$ cat src/rtl/issue_buffer.sv
// issue_buffer: dual-push / dual-pop instruction buffer between IF and ID.
// Define IB_STAT_EN to add full / branch-hold / dual-pop cycle counters.
module issue_buffer #(
  parameter int DEPTH  = 16,
  parameter int PC_W   = 32,
  parameter int INST_W = 32
) (
  input  logic                    clk,
  input  logic                    rst,
  input  logic                    flush,
  input  logic                    stall,
  input  logic [1:0]              in_valid,
  input  logic [PC_W-1:0]         in_pc0,
  input  logic [INST_W-1:0]       in_inst0,
  input  logic [PC_W-1:0]         in_pc1,
  input  logic [INST_W-1:0]       in_inst1,
  output logic                    in_ready,
  input  logic [1:0]              pop_num,
  output logic                    out0_valid,
  output logic [PC_W-1:0]         out0_pc,
  output logic [INST_W-1:0]       out0_inst,
  output logic                    out1_valid,
  output logic [PC_W-1:0]         out1_pc,
  output logic [INST_W-1:0]       out1_inst,
  output logic [$clog2(DEPTH):0]  count
`ifdef IB_STAT_EN
  ,
  output logic [31:0]             stat_full_cyc,
  output logic [31:0]             stat_hold_cyc,
  output logic [31:0]             stat_dual_pop
`endif
);

  localparam int AW = $clog2(DEPTH);
  localparam int CW = AW + 1;

  logic [PC_W-1:0]   pc_mem   [DEPTH];
  logic [INST_W-1:0] inst_mem [DEPTH];

  logic [AW-1:0]     head, tail, head1, tail1;
  logic [CW-1:0]     cnt;
  logic [PC_W-1:0]   head_pc, next_pc;
  logic [INST_W-1:0] head_inst, next_inst;
  logic [5:0]        op, fn;
  logic              ctrl, br_hold, v0, v1;
  logic [1:0]        push_n, pop_sat, vis, eff_pop;

  assign head1     = head + 1'b1;
  assign tail1     = tail + 1'b1;
  assign head_pc   = pc_mem[head];
  assign head_inst = inst_mem[head];
  assign next_pc   = pc_mem[head1];
  assign next_inst = inst_mem[head1];
  assign op        = head_inst[31:26];
  assign fn        = head_inst[5:0];

  // Predecode the head: jumps, branches, REGIMM, JR/JALR.
  always_comb begin
    ctrl = 1'b0;
    case (op)
      6'b000001, 6'b000010, 6'b000011,
      6'b000100, 6'b000101, 6'b000110,
      6'b000111: ctrl = 1'b1;
      6'b000000: ctrl = (fn == 6'b001000) || (fn == 6'b001001);
      default:   ctrl = 1'b0;
    endcase
  end

  // A lone control transfer waits until its delay slot arrives.
  assign br_hold  = (cnt == CW'(1)) & ctrl;
  assign v0       = (cnt != '0) & ~br_hold;
  assign v1       = (cnt > CW'(1)) & v0;
  assign in_ready = (cnt <= CW'(DEPTH - 2));

  // Number of entries accepted this cycle; 2'b10 is ignored.
  always_comb begin
    push_n = 2'd0;
    if (in_ready) begin
      case (in_valid)
        2'b01:   push_n = 2'd1;
        2'b11:   push_n = 2'd2;
        default: push_n = 2'd0;
      endcase
    end
  end

  assign pop_sat = (pop_num == 2'd3) ? 2'd2 : pop_num;
  assign vis     = {1'b0, v0} + {1'b0, v1};
  assign eff_pop = stall ? 2'd0 : ((pop_sat < vis) ? pop_sat : vis);

  assign out0_valid = v0;
  assign out1_valid = v1;
  assign out0_pc    = v0 ? head_pc   : '0;
  assign out0_inst  = v0 ? head_inst : '0;
  assign out1_pc    = v1 ? next_pc   : '0;
  assign out1_inst  = v1 ? next_inst : '0;
  assign count      = cnt;

  // Storage write at tail (and tail+1 for a pair).
  always_ff @(posedge clk) begin
    if (rst && !flush && push_n != 2'd0) begin
      pc_mem[tail]   <= in_pc0;
      inst_mem[tail] <= in_inst0;
      if (push_n == 2'd2) begin
        pc_mem[tail1]   <= in_pc1;
        inst_mem[tail1] <= in_inst1;
      end
    end
  end

  // Pointers and occupancy; reset and flush drop everything at once.
  always_ff @(posedge clk) begin
    if (!rst || flush) begin
      head <= '0;
      tail <= '0;
      cnt  <= '0;
    end else begin
      head <= head + AW'(eff_pop);
      tail <= tail + AW'(push_n);
      cnt  <= cnt + CW'(push_n) - CW'(eff_pop);
    end
  end

`ifdef IB_STAT_EN
  // Free-running event counters, cleared only by reset.
  always_ff @(posedge clk) begin
    if (!rst) begin
      stat_full_cyc <= '0;
      stat_hold_cyc <= '0;
      stat_dual_pop <= '0;
    end else begin
      if (!in_ready)         stat_full_cyc <= stat_full_cyc + 32'd1;
      if (br_hold)           stat_hold_cyc <= stat_hold_cyc + 32'd1;
      if (eff_pop == 2'd2)   stat_dual_pop <= stat_dual_pop + 32'd1;
    end
  end
`endif

endmodule

$ cat config.mk
export PLATFORM = sky130hd
export DESIGN_NAME = issue_buffer
export DESIGN_NICKNAME = d
export VERILOG_FILES = /design/src/rtl/issue_buffer.sv
export SDC_FILE = /design/constraint.sdc
export NUM_CORES = 2
export LEC_CHECK = 0
export ABC_AREA = 1
export BUFFER_PORTS_ARGS = -buffer_cell sky130_fd_sc_hd__buf_2
export CAP_MARGIN = 20
export CORE_MARGIN = 2
export CORE_UTILIZATION = 28
export CTS_CLUSTER_DIAMETER = 120
export CTS_CLUSTER_SIZE = 40
export DETAILED_ROUTE_END_ITERATION = 8
export HOLD_SLACK_MARGIN = 0.02
export PLACE_DENSITY = 0.52
export SETUP_SLACK_MARGIN = 0.4
export SKIP_LAST_GASP = 1
export SYNTH_ARGS = -nofsm -noshare
export SYNTH_HDL_FRONTEND = slang
export SYNTH_SLANG_ARGS = --single-unit
export TNS_END_PERCENT = 1
$ cat constraint.sdc
create_clock -name clk -period 16.6 [get_ports clk]
set_clock_uncertainty 0.1 [all_clocks]
set_input_delay 0.83 -clock clk [delete_from_list [all_inputs] [get_ports clk]]
set_output_delay 0.83 -clock clk [all_outputs]
set_load 0.01 [all_outputs]
==> qor.yml <==
die:
  die_h_um: 474.1
  core_um2: 219700
  floorplan.initialDensity: 0.2816
  die-area_um2: 224800
  dieWidth_um: 474.1
  ios: 272
  rows: 172
layout:
  area_delta_synth_final_pct: 7.009
  final_area_um2: 66210
  final_layout_size_suffix_gt1_frac: 0.07472
  finish.utilization: 0.3013
  layout.nets: 7509
timing:
  setup_viol: 0
  rsz0062_at_grt: "false"
  slew_headroom: 0.1843
  hold_viol_final: 0
  fin_crit_sh: 0.5511
  tightest_slew_ns: 1.224
  maxSlewViolCount: 0
  fmax_mhz: 109.3
  tns_ns: 0
  fin_crit_ns: 9.149
global_routing:
  grt-ovfl-total: 0
  grt_pass1_vias: 50750
  antenna_found_initial: 43
  grt_pass1_wl_mm: 362.9
  grt_usage: 0.2190
  grt_max_degree: 263
synth:
  avgSynthCellArea_um2: 7.953
  async_reset_ff_frac: 0
  syn-num-nets: 7936
  seq_area_frac_synth: 0.5012
  synth_cell_type_count: 37
  synth_area_um2: 61880
  synth_seq_cells: 1037
  syn_inst: 7780
  synth_edf_count: 1024
  yosysWarningCount: 0
  yosys_most_used_dff: "edfxtp_1"
clock_network:
  clk_pin_slew_ns: 0.15
  clockRootBuffer: "clkbuf_16"
  clockBufferDepth: 3
  cts_resized: 0
  clock_sinks: 1037
  worstSkewPairLatency_ns: 0.73
  post_cts_buffers: 0
  numCtsBuffers: 36
  cts_tree: "built"
  ctsHtreeMaxLevel: 2
  postCtsHoldBufs: 0
placed_design:
  port_buffers: 271
  hpwl_mm: 140.2
  routabilityCongestion: 0.8261
  placed_cell_area_um2: 64830
worst_hold_path:
  min_path_cells: 1
  hold_path_class: "reg -> reg"
worst_setup_path:
  worst-path-max-fanout: 97
  cp.required_ns: 15.67
  worst-r2r-cell-count: 31
  critical_path_arrival_ns: 8.22
  worstSetupPathType: "reg -> out"
  cp-start-kind: "flip-flop"
  crit_path_end_kind: "output pin"
power_and_ir_drop:
  power.switching_w: 0.002607
  power_leakage_nw: 25.57
  swShare: 0.3967
  power_frac_comb: 0.345
  seq_power_share: 0.446
  pwr-share-clk: 0.209
  p_per_area_nw_per_um2: 99.25
  ir_drop_v: 0.0001183
  p_int_w: 0.003965
detailed_routing:
  drt_iter0_drc: 7187
  wl_mm: 255.2
  ant_nets: 0
  via_per_inst: 5.425
  wl_per_cell_um: 24.67
  drc: 0
  firstDrtPassIters: 7
  vias: 56110
outcome:
  status: "complete, no violations"
job:
  drv_cap: 0
[power by group through the flow]
stage          Clock, W  Sequential [W]  Combinational [W]
6_report        0.00137         0.00293            0.00227
5_1_grt         0.00146         0.00293            0.00249
4_1_cts         0.00140         0.00293            0.00227
3_5_place_dp          0         0.00299            0.00226
3_3_place_gp          0         0.00299            0.00224
2_1_floorplan         0         0.00298            0.00135
[cell usage after synthesis (2+ instances only)]
master	count	area (um2)
a21oi_1	580	2903
a221oi_1	15	131.4
a32o_1	2	20.02
buf_1	174	653.1
buf_2	106	530.5
buf_4	9	67.56
clkbuf_1	550	2064
clkinv_1	4	15.01
dfxtp_1	13	260.3
edfxtp_1	1024	30750
fa_1	4	80.08
ha_1	16	200.2
inv_1	481	1805
inv_2	7	26.28
nand2_1	1713	6430
nand2_2	2	12.51
nand3_1	398	1992
nand4_1	5	31.28
nor2_1	517	1941
o2111ai_1	40	350.3
o211ai_1	210	1577
o21ai_0	1812	9069
o21ai_1	6	30.03
o221a_2	63	709.4
o221ai_1	6	52.55
o22ai_1	3	18.77
or2_2	8	50.05
xnor2_1	2	17.52
xor2_1	2	17.52
[per-layer routing]
metal,GRT usage,up-vias,wire (um)
met5,0,-,175
met4,0.07186,28,8818
met3,0.02515,413,21730
met2,0.3552,2868,116500
met1,0.3026,26850,108000
li1,-,25940,-
[per-stage QoR]
step | hold WS [ns] | cells | power, W | setup WS [ns]
floorplan | 0.3669 | 7780 | 0.004329 | 9.728
global placement | 0.3872 | 10270 | 0.005228 | 7.785
detailed placement | 0.3972 | 10270 | 0.005248 | 7.726
CTS | 0.4297 | 10330 | 0.006594 | 7.409
global route | 0.4576 | 10340 | 0.006878 | 6.963
finish | 0.4226 | 10340 | 0.006572 | 7.451
[flip-flops by register name (all words and copies together) (netlist names)]
register  cells
inst_mem    512
tail          4
pc_mem      512
count         5
head          4
[worst max-delay path: stages, from the launching register on]
cell,delay (ns)
dfxtp_4,0.97
buf_4,0.80
buf_4,0.85
buf_4,0.93
ha_4,0.85
buf_4,0.94
buf_4,0.90
a21oi_1,0.10
a221oi_1,0.37
o21ai_0,0.15
buf_4,0.19
nor2_1,0.19
buf_2,0.18
[final timing paths]
check | startpoint | end | slack (ns)
worst min-delay path | tail[3] | tail[3] | 0.42
worst max register to register | head[0] | count[4] | 7.60
worst max-delay path | head[0] | out1_inst[31] | 7.45
worst min register to register | tail[3] | tail[3] | 0.42
[layout by cell type (no fill, tap or decap), types with 3 or more instances in the layout]
cell	count
dfxtp_1	9
a221oi_1	15
a21oi_1	580
diode_2	11
inv_6	7
o221ai_1	6
edfxtp_1	1024
inv_1	477
inv_4	3
nand2_1	1708
clkbuf_16	36
inv_8	4
o211ai_1	210
or2_2	8
nand3_1	388
buf_2	271
o2111ai_1	40
clkinv_2	4
o22ai_1	3
nor2_1	517
buf_12	4
nand3_4	10
ha_1	15
clkinv_1	4
o21ai_4	12
buf_16	6
o21ai_1	6
dfxtp_4	4
o21ai_0	1800
clkinv_8	3
fa_1	4
buf_4	94
clkinv_16	3
nand2_4	6
o221a_2	63
nand4_1	5
[area by class of cell]
cell class / instances / area (um2)
clock buffer: 38 / 908.4
timing repair buffer: 375 / 2307
tap: 2958 / 3701
fill: 23150 / 153500
antenna: 11 / 27.53
multi-input combinational: 5411 / 26030
clock inverter: 21 / 312.8
inverter: 492 / 1897
sequential: 1037 / 31020
[cell families (layout without fill, tap and decap cells)]
group | after synthesis | in the layout | share of synthesized area
compound gates | 2741 | 2741 | 0.2408
xor+xnor | 4 | 4 | 0.0005663
fa+ha+maj | 20 | 20 | 0.004530
buf+inv | 1332 | 926 | 0.08361
flops | 1037 | 1037 | 0.5012
other cells | 0 | 11 | 0
simple gates | 2646 | 2646 | 0.1694
Power figures use the tool's default switching activity.
